**src/rtl/eco32_core_wbu_pkg.sv**
```systemverilog
// rtl/eco32_core_wbu_pkg.sv - shared write-back unit types and field widths
//
// Purpose: FSM state encodings, half-enable bit indices and entry field widths
//          common to the write-back FIFO stage and the register-file writer.
// Ports:   none (package)
package eco32_core_wbu_pkg;

  localparam int ADDR_W = 5;
  localparam int ENA_W  = 2;
  localparam int DATA_W = 32;
  localparam int TAG_W  = 1;
  localparam int HALF_W = DATA_W / 2;

  // Half-enable bit indices: [0] covers bits 15:0, [1] covers bits 31:16.
  localparam int HALF_LO = 0;
  localparam int HALF_HI = 1;

  typedef enum logic {
    ST_A = 1'b0,
    ST_B = 1'b1
  } state_t;

  // One register-file write: half enables, data and tag.
  typedef struct packed {
    logic [ENA_W-1:0]  ena;
    logic [DATA_W-1:0] data;
    logic [TAG_W-1:0]  tag;
  } wr_t;

endpackage

```
**src/rtl/eco32_core_wbu_rfw_if.sv**
```systemverilog
// rtl/eco32_core_wbu_rfw_if.sv - FIFO entry, rf write port and scoreboard release bundle
//
// Purpose: groups the write-back FIFO entry handshake, the register-file write
//          port and the scoreboard release into one interface.
// Ports:   slave  - the rf writer: takes i_* entry fields, drives i_ack, rf_*, sb_*
//          master - the FIFO/environment side: the reverse directions
interface eco32_core_wbu_rfw_if;
  import eco32_core_wbu_pkg::*;

  logic              i_stb;
  logic              i_clr;
  logic [ADDR_W-1:0] i_addr;
  logic [ENA_W-1:0]  i_a_ena;
  logic [DATA_W-1:0] i_a_data;
  logic [TAG_W-1:0]  i_a_tag;
  logic [ENA_W-1:0]  i_b_ena;
  logic              i_b_mode;
  logic [DATA_W-1:0] i_b_data;
  logic [TAG_W-1:0]  i_b_tag;
  logic              i_ack;

  logic              rf_stb;
  logic [ADDR_W-1:0] rf_addr;
  logic [ENA_W-1:0]  rf_ena;
  logic [DATA_W-1:0] rf_data;
  logic [TAG_W-1:0]  rf_tag;

  logic              sb_clr;
  logic [ADDR_W-1:0] sb_addr;

  modport slave (
    input  i_stb, i_clr, i_addr, i_a_ena, i_a_data, i_a_tag,
           i_b_ena, i_b_mode, i_b_data, i_b_tag,
    output i_ack, rf_stb, rf_addr, rf_ena, rf_data, rf_tag, sb_clr, sb_addr
  );

  modport master (
    output i_stb, i_clr, i_addr, i_a_ena, i_a_data, i_a_tag,
           i_b_ena, i_b_mode, i_b_data, i_b_tag,
    input  i_ack, rf_stb, rf_addr, rf_ena, rf_data, rf_tag, sb_clr, sb_addr
  );

endinterface

```
**src/rtl/eco32_core_wbu_merge.sv**
```systemverilog
// rtl/eco32_core_wbu_merge.sv - combinational A/B half merge into W0/W1 writes
//
// Purpose: b_mode=0 folds B into the primary write half by half (B wins where
//          enabled); b_mode=1 keeps A as W0 and sends B out as W1 (pair reg).
// Ports:   a_ena/a_data/a_tag  A result fields
//          b_ena/b_data/b_tag  B result fields, b_mode selects merge or pair
//          w0                  primary write to the entry address
//          w1                  secondary write to address^1 (ena=0 if unused)
module eco32_core_wbu_merge
  import eco32_core_wbu_pkg::*;
(
  input  logic [ENA_W-1:0]  a_ena,
  input  logic [DATA_W-1:0] a_data,
  input  logic [TAG_W-1:0]  a_tag,
  input  logic [ENA_W-1:0]  b_ena,
  input  logic              b_mode,
  input  logic [DATA_W-1:0] b_data,
  input  logic [TAG_W-1:0]  b_tag,
  output wr_t               w0,
  output wr_t               w1
);

  always_comb begin
    w0 = '0;
    w1 = '0;
    if (b_mode) begin
      w0.ena  = a_ena;
      w0.data = a_data;
      w0.tag  = a_tag;
      w1.ena  = b_ena;
      w1.data = b_data;
      w1.tag  = b_tag;
    end else begin
      w0.ena = a_ena | b_ena;
      w0.data[HALF_LO*HALF_W +: HALF_W] = b_ena[HALF_LO] ? b_data[HALF_LO*HALF_W +: HALF_W]
                                                          : a_data[HALF_LO*HALF_W +: HALF_W];
      w0.data[HALF_HI*HALF_W +: HALF_W] = b_ena[HALF_HI] ? b_data[HALF_HI*HALF_W +: HALF_W]
                                                          : a_data[HALF_HI*HALF_W +: HALF_W];
      // Any B contribution makes B the owner of the tag.
      w0.tag = (b_ena != '0) ? b_tag : a_tag;
    end
  end

endmodule

```
**src/rtl/eco32_core_wbu_rfw.sv**
```systemverilog
// rtl/eco32_core_wbu_rfw.sv - register-file writer at the write-back FIFO output
//
// Purpose: pops one FIFO entry per handshake and drives the single rf write
//          port, splitting pair writes over two cycles (ST_A then ST_B), and
//          issues the scoreboard release with the entry's last write.
// Ports:   clk      clock
//          rst      asynchronous active-low reset
//          x_stall  freeze: no pop, no rf write, FSM and captured data hold
//          bus      slave side of eco32_core_wbu_rfw_if (entry in, rf/sb out)
module eco32_core_wbu_rfw
  import eco32_core_wbu_pkg::*;
#(
  parameter bit R0_PROTECT = 1'b1
) (
  input  logic                  clk,
  input  logic                  rst,
  input  logic                  x_stall,
  eco32_core_wbu_rfw_if.slave   bus
);

  state_t            state, state_nxt;
  wr_t               w0, w1;
  wr_t               cap_w1;
  logic [ADDR_W-1:0] cap_addr;
  logic              cap_clr;

  logic              active;
  logic              pair;
  logic              ack;
  logic              go_b;
  logic              issue;
  logic [ADDR_W-1:0] iss_addr;
  wr_t               iss_w;
  logic              iss_clr;
  logic [ADDR_W-1:0] iss_clr_addr;
  logic              rf_wr;

  eco32_core_wbu_merge u_merge (
    .a_ena  (bus.i_a_ena),
    .a_data (bus.i_a_data),
    .a_tag  (bus.i_a_tag),
    .b_ena  (bus.i_b_ena),
    .b_mode (bus.i_b_mode),
    .b_data (bus.i_b_data),
    .b_tag  (bus.i_b_tag),
    .w0     (w0),
    .w1     (w1)
  );

  assign active = ~x_stall & bus.i_stb;
  assign pair   = (w0.ena != '0) && (w1.ena != '0);

  always_ff @(posedge clk or negedge rst) begin
    if (!rst) state <= ST_A;
    else      state <= state_nxt;
  end

  always_comb begin
    state_nxt = state;
    case (state)
      ST_A: if (active && pair) state_nxt = ST_B;
      ST_B: if (active)         state_nxt = ST_A;
      default:                  state_nxt = ST_A;
    endcase
  end

  always_comb begin
    ack          = 1'b0;
    go_b         = 1'b0;
    issue        = 1'b0;
    iss_addr     = '0;
    iss_w        = '0;
    iss_clr      = 1'b0;
    iss_clr_addr = '0;
    case (state)
      ST_A: begin
        if (active) begin
          if (pair) begin
            // First half of a pair: entry stays in the FIFO until W1 issues.
            go_b     = 1'b1;
            issue    = 1'b1;
            iss_addr = bus.i_addr;
            iss_w    = w0;
          end else begin
            ack          = 1'b1;
            iss_clr      = bus.i_clr;
            iss_clr_addr = bus.i_addr;
            if (w0.ena != '0) begin
              issue    = 1'b1;
              iss_addr = bus.i_addr;
              iss_w    = w0;
            end else if (w1.ena != '0) begin
              issue    = 1'b1;
              iss_addr = bus.i_addr ^ ADDR_W'(1);
              iss_w    = w1;
            end
          end
        end
      end
      ST_B: begin
        if (active) begin
          ack          = 1'b1;
          issue        = 1'b1;
          iss_addr     = cap_addr ^ ADDR_W'(1);
          iss_w        = cap_w1;
          iss_clr      = cap_clr;
          iss_clr_addr = cap_addr;
        end
      end
      default: ;
    endcase
  end

  assign rf_wr     = issue && (iss_w.ena != '0) && !(R0_PROTECT && (iss_addr == '0));
  // The FSM may sit in ST_A with a valid entry during reset; never pop then.
  assign bus.i_ack = ack & rst;

  always_ff @(posedge clk or negedge rst) begin
    if (!rst) begin
      cap_w1   <= '0;
      cap_addr <= '0;
      cap_clr  <= 1'b0;
    end else if (go_b) begin
      cap_w1   <= w1;
      cap_addr <= bus.i_addr;
      cap_clr  <= bus.i_clr;
    end
  end

  always_ff @(posedge clk or negedge rst) begin
    if (!rst) begin
      bus.rf_stb  <= 1'b0;
      bus.rf_addr <= '0;
      bus.rf_ena  <= '0;
      bus.rf_data <= '0;
      bus.rf_tag  <= '0;
      bus.sb_clr  <= 1'b0;
      bus.sb_addr <= '0;
    end else begin
      bus.rf_stb  <= rf_wr;
      bus.rf_addr <= rf_wr ? iss_addr   : '0;
      bus.rf_ena  <= rf_wr ? iss_w.ena  : '0;
      bus.rf_data <= rf_wr ? iss_w.data : '0;
      bus.rf_tag  <= rf_wr ? iss_w.tag  : '0;
      bus.sb_clr  <= iss_clr;
      bus.sb_addr <= iss_clr ? iss_clr_addr : '0;
    end
  end

endmodule
```
**src/flat_wrapper.sv**
```systemverilog
// flat-port wrapper written by rule: the top's interface ports become plain ports
module eco32_core_wbu_rfw_flat import eco32_core_wbu_pkg::*;
#(
  parameter bit R0_PROTECT = 1'b1
)
  (clk, rst, x_stall, bus_i_stb, bus_i_clr, bus_i_addr, bus_i_a_ena, bus_i_a_data, bus_i_a_tag, bus_i_b_ena, bus_i_b_mode, bus_i_b_data, bus_i_b_tag, bus_i_ack, bus_rf_stb, bus_rf_addr, bus_rf_ena, bus_rf_data, bus_rf_tag, bus_sb_clr, bus_sb_addr);
  eco32_core_wbu_rfw_if bus_i ();
  input  logic clk;
  input  logic rst;
  input  logic x_stall;
  input wire logic [$bits(bus_i.i_stb)-1:0] bus_i_stb;
  input wire logic [$bits(bus_i.i_clr)-1:0] bus_i_clr;
  input wire logic [$bits(bus_i.i_addr)-1:0] bus_i_addr;
  input wire logic [$bits(bus_i.i_a_ena)-1:0] bus_i_a_ena;
  input wire logic [$bits(bus_i.i_a_data)-1:0] bus_i_a_data;
  input wire logic [$bits(bus_i.i_a_tag)-1:0] bus_i_a_tag;
  input wire logic [$bits(bus_i.i_b_ena)-1:0] bus_i_b_ena;
  input wire logic [$bits(bus_i.i_b_mode)-1:0] bus_i_b_mode;
  input wire logic [$bits(bus_i.i_b_data)-1:0] bus_i_b_data;
  input wire logic [$bits(bus_i.i_b_tag)-1:0] bus_i_b_tag;
  output wire logic [$bits(bus_i.i_ack)-1:0] bus_i_ack;
  output wire logic [$bits(bus_i.rf_stb)-1:0] bus_rf_stb;
  output wire logic [$bits(bus_i.rf_addr)-1:0] bus_rf_addr;
  output wire logic [$bits(bus_i.rf_ena)-1:0] bus_rf_ena;
  output wire logic [$bits(bus_i.rf_data)-1:0] bus_rf_data;
  output wire logic [$bits(bus_i.rf_tag)-1:0] bus_rf_tag;
  output wire logic [$bits(bus_i.sb_clr)-1:0] bus_sb_clr;
  output wire logic [$bits(bus_i.sb_addr)-1:0] bus_sb_addr;
  assign bus_i.i_stb = bus_i_stb;
  assign bus_i.i_clr = bus_i_clr;
  assign bus_i.i_addr = bus_i_addr;
  assign bus_i.i_a_ena = bus_i_a_ena;
  assign bus_i.i_a_data = bus_i_a_data;
  assign bus_i.i_a_tag = bus_i_a_tag;
  assign bus_i.i_b_ena = bus_i_b_ena;
  assign bus_i.i_b_mode = bus_i_b_mode;
  assign bus_i.i_b_data = bus_i_b_data;
  assign bus_i.i_b_tag = bus_i_b_tag;
  assign bus_i_ack = bus_i.i_ack;
  assign bus_rf_stb = bus_i.rf_stb;
  assign bus_rf_addr = bus_i.rf_addr;
  assign bus_rf_ena = bus_i.rf_ena;
  assign bus_rf_data = bus_i.rf_data;
  assign bus_rf_tag = bus_i.rf_tag;
  assign bus_sb_clr = bus_i.sb_clr;
  assign bus_sb_addr = bus_i.sb_addr;
  eco32_core_wbu_rfw #(.R0_PROTECT(R0_PROTECT)) u_core (.clk(clk), .rst(rst), .x_stall(x_stall), .bus(bus_i));
endmodule
```
**config.mk**
```make
export PLATFORM = sky130hd
export DESIGN_NAME = eco32_core_wbu_rfw_flat
export DESIGN_NICKNAME = d
export VERILOG_FILES = /design/src/rtl/eco32_core_wbu_pkg.sv /design/src/rtl/eco32_core_wbu_rfw_if.sv /design/src/rtl/eco32_core_wbu_merge.sv /design/src/rtl/eco32_core_wbu_rfw.sv /design/src/flat_wrapper.sv
export SDC_FILE = /design/constraint.sdc
export NUM_CORES = 1
export LEC_CHECK = 0
export CORE_UTILIZATION = 43
export DETAILED_ROUTE_END_ITERATION = 7
export HOLD_SLACK_MARGIN = 0.06
export PLACE_DENSITY = 0.84
export SLEW_MARGIN = 10
export SYNTH_ARGS = -nofsm -noshare
export SYNTH_HDL_FRONTEND = slang
export SYNTH_HIERARCHICAL = 1
export SYNTH_SLANG_ARGS = --single-unit
```
**constraint.sdc**
```tcl
create_clock -name clk -period 2.17 [get_ports clk]
set_input_delay 0.5425 -clock clk [delete_from_list [all_inputs] [get_ports clk]]
set_output_delay 0.5425 -clock clk [all_outputs]
set_load 0.05 [all_outputs]
```
After elaboration in Yosys (flattened, before gate mapping)
Cells that the tools add are included.
{"block": "word_totals", "reg_bits": 89, "input_bits": 81, "out_inout_bits": 48, "elab_cells": 75}
{"block": "op_classes", "muxes": 45, "bitwise_logic": 7, "reduce_logical": 10}
{"operator": "two-way mux 35 bit", "count": 7}
{"operator": "one-hot mux 35 bit (2 select lines)", "count": 1}
{"operator": "two-way mux 5 bit", "count": 10}
{"operator": "two-way mux 16 bit", "count": 2}
{"operator": "two-way mux 32 bit", "count": 1}
{"operator": "one-hot mux 5 bit (2 select lines)", "count": 2}
{"operator": "two-way mux 1 bit", "count": 17}
{"operator": "one-hot mux 1 bit (2 select lines)", "count": 4}
{"operator": "nonzero test 2 bit", "count": 4}
{"operator": "zero test 5 bit", "count": 1}
{"operator": "logical AND 1 bit", "count": 4}
{"operator": "inverter 1 bit", "count": 4}
{"operator": "bitwise AND 1 bit", "count": 2}
{"operator": "two-way mux 2 bit", "count": 1}
{"operator": "OR 2 bit", "count": 1}
{"operator": "zero test 1 bit", "count": 1}

Depth between registers and ports, before layout
{"block": "depth", "ltp_word": 12, "depth_mapped": 11, "depth_no_buf": 6}

Cells and area by module
Netlist, hierarchy kept.
{"module": "eco32_core_wbu_rfw", "instances": 1, "cells_each": 354, "area_each_um2": 3739.8, "seq_area_each_um2": 2227.1}
{"module": "eco32_core_wbu_merge", "instances": 1, "cells_each": 81, "area_each_um2": 734.5, "seq_area_each_um2": 0.0}

Worst setup path before layout
OpenSTA, ideal clock, no wires.
{"block": "synth_timing", "kind": "input to register", "start": "input port bus_i_b_mode", "end": "register u_core.bus.rf_data[10]", "setup_time_ps": 146, "arrival_time_ps": 2706, "required_ps": 2024, "slack_ps": -682, "cell_stages": 11, "n_path_buf": 5, "path_cell_list": "buf_6 nand2b_4 buf_6 buf_12 nand2b_1 or2_1 buf_2 o21a_1 a222oi_1 clkbuf_1 a2111oi_0"}
{"element": "from (decl)", "line": "flat_wrapper.sv:18", "rtl": "input wire logic [$bits(bus_i.i_b_mode)-1:0] bus_i_b_mode;"}
{"element": "to (signal assigned)", "line": "eco32_core_wbu_rfw.sv:143", "rtl": "bus.rf_data <= rf_wr ? iss_w.data : '0;"}
{"element": "to (decl)", "line": "eco32_core_wbu_rfw_if.sv:34", "rtl": "output i_ack, rf_stb, rf_addr, rf_ena, rf_data, rf_tag, sb_clr, sb_addr"}

==> flow_summary.ini <==
[drt]
via_per_inst = 5.63
wl_um = 12700
antenna_left = 0
vias = 4007
drt_iter0_drc = 239
dr.pass1.iters = 5
wl_per_cell_um = 17.8
drcViolationCount = 0

[yosys]
synthCells = 435
synth-xor-area-share_pct = 0
synth_top_family_by_area = compound AO/OA/AOI/OAI gates
ys_seq_elements = 89
synthMuxAreaShare_pct = 10.8
synth_ff_type = dfrtp_1
synthAdderAreaFrac_pct = 0
yosysSeqAreaShare_pct = 49.8
ys_types = 33
ys_warn_count = 6
syn-cell-area_mm2 = 0.00447
synth_compound_area_share_pct = 20.3
synth-simple-area-share_pct = 11.8
syn_nets = 516
synth_area_per_cell_um2 = 10.3
synth-edff-count = 0
async_reset_ff_share_pct = 100

[pwr]
power_density_mw_per_mm2 = 718
clkPwrFrac_pct = 22.9
irDropWorstVdd_mv = 0.358
power.internal_mw = 3.09
p_leak_nw = 2.71
seqPwrFrac_pct = 44.3
power.total_mw = 4.62
swShare_pct = 33.0
p_sw_mw = 1.52
p_comb_share_pct = 32.8

[critical_path]
slowest_stage = o211a_1
r2r_start = u_core/state
critPathMaxStageDelay_ns = 0.23
critPathLaunchType = input pin
crit_type = input pin to primary output
critPathRequiredTime_ns = 1.63
crit_path_end = bus_i_ack
rrSetupSlack_ns = 0.32
critPathLaunch = bus_i_b_ena[0]
reg2reg_depth = 6
worstPathMaxFanout = 4
path_cells = buf_2, and2_1, buf_4, o22ai_4, o211a_1, buf_12
arrival_ns = 1.60
cp-end-kind = primary output
r2r_end = u_core/bus.rf_data[30]

[timing]
fin_skew_ns = 0.00867
setup_ws_ns = 0.0282
fin_crit_ns = 2.14
worst_slew_pin_slew_ns = 0.530
hold_slack_ns = 0.283
final-max-slew-violation-count = 0
finalCritPeriodShare_pct = 98.7
slew_headroom_pct = 64.5
hold_viol = 0
fmaxAchievable_mhz = 467
timing.final.setup_violations = 0

[cells_and_area]
drive_above_1_share_pct = 20.7
fill_cells = 790
seq_area_mm2 = 0.00223
mostFrequentLayoutCells = clkdlybuf4s50_1, dfrtp_1, nand2_1
finalNonFillerCells = 712
utilization_pct = 64.9
layout_commonest_cell = clkdlybuf4s50_1
multi_input_area_mm2 = 0.00206
area_growth_pct = 43.7
diodes = 0
fin_nets = 656

[floorplanning]
pin_count = 129
initial_core_util_pct = 45.2
core_area_mm2 = 0.00991
die-area_mm2 = 0.0108
die_x_um = 104
rows = 36
die_h_um = 104

[status]
outcome = complete, no violations

[placement]
post-place-ws_ns = -0.842
gp_routability_congestion = 0.868
place_inst = 695
port-buffer-count = 128
hpwl_um = 8660

[clocking]
cts_root_buffer = clkbuf_8
cts_buffers = 9
cts_sinks = 89
cts_tree = built
h-tree-depth = 3
clk_latency_ns = 0.34
cts.path.max_buffers = 2
clk_pin_slew_ns = 0.08

[global_route]
grt_pass1_wl_um = 20500
grt_max_degree = 90
grt_pass1_vias = 4164
grt_usage_pct = 23.6
overflow = 0
grt_antenna_before_repair = 0

[run]
drv_cap = 0

[worst_hold_path]
hold_class = input pin to asynchronous set/reset pin
-- layer usage --
metal  track usage [%]  wire, µm  vias up
met1              29.9      5230     1964
met4              6.43       196        0
met2              41.0      6470      172
met5                 0         0        -
li1                  -         -     1851
met3              4.95       799       20
-- synth_stat cells (3+ instances only) --
master / number / area [µm²]
buf_2: 3 / 15.0
inv_1: 37 / 139
a221oi_1: 33 / 289
a21oi_1: 9 / 45.0
dfrtp_1: 89 / 2230
buf_6: 3 / 33.8
a2111oi_0: 34 / 298
a211oi_1: 3 / 22.5
mux2_2: 31 / 349
mux2_4: 9 / 135
nand2b_1: 4 / 25.0
o21ai_0: 36 / 180
nor2_1: 5 / 18.8
clkbuf_1: 31 / 116
and2_1: 35 / 219
nand2_1: 51 / 191
-- power groups by stage --
stage	clock, mW	sequential, mW	combinational (mW)
6_report	1.06	2.04	1.52
5_1_grt	1.15	2.07	1.63
4_1_cts	1.08	2.05	1.49
3_5_place_dp	0	2.08	1.40
3_3_place_gp	0	2.07	1.35
2_1_floorplan	0	2.30	0.585
-- final cells by class --
class                           instances  area share, %
Inverter                               37           2.16
Sequential cell                        89           34.6
Clock inverter                          4          0.700
Tap cell                              133           2.59
Clock buffer                           11           2.04
Timing Repair Buffer                  168           25.8
Multi-Input combinational cell        270           32.1
-- worst max-delay path: cells and delay by family --
kind | cells | cell delay, ns
buf+inv | 3 | 0.45
simple gates | 1 | 0.18
compound gates | 2 | 0.42
-- stage by stage --
step	area (µm²)	TNS, ns
after floorplan	4510	-19.94
after global placement	6120	-36.66
after detailed placement	6120	-45.99
after CTS	6400	0
after global routing	6430	-0.0487
final	6430	0
-- kinds of logic after synthesis --
kind of cell	Yosys count
compound gates	124
mux	40
flops	89
buf+inv	76
simple gates	106
-- sequential cells by signal, summed over array words and instances, names as in the netlist --
| signal | cells |
|---|---|
| u_core/cap_w1 | 35 |
| u_core/bus.rf_data | 32 |
| u_core/bus.rf_addr | 5 |
| u_core/bus.sb_addr | 5 |
| u_core/cap_addr | 5 |
| u_core/bus.rf_ena | 2 |
| u_core/bus.rf_stb | 1 |
| u_core/bus.rf_tag | 1 |
| u_core/bus.sb_clr | 1 |
| u_core/cap_clr | 1 |
| u_core/state | 1 |
-- timing repair --
action,CTS,global route
pin swaps,2,1
gates resized for setup,53,11
setup buffers,1,0
endpoints found under the setup margin,56,27
hold buffers,0,0
cloned,1,0
-- how the worst min path moves through the flow --
| stage | end | slack, ns | cells past startpoint |
|---|---|---|---|
| 2_1_floorplan | u_core/bus.rf_addr[0] | 0.25 | 0 |
| 3_5_place_dp | u_core/cap_addr[0] | 0.50 | 1 |
| 6_report | u_core/bus.rf_data[15] | 0.28 | 2 |
| 5_1_grt | u_core/bus.rf_data[15] | 0.30 | 2 |
| 3_3_place_gp | u_core/cap_clr | 0.49 | 1 |
| 4_1_cts | u_core/bus.rf_data[15] | 0.29 | 2 |
No activity file was read; power rests on OpenSTA's default activity.
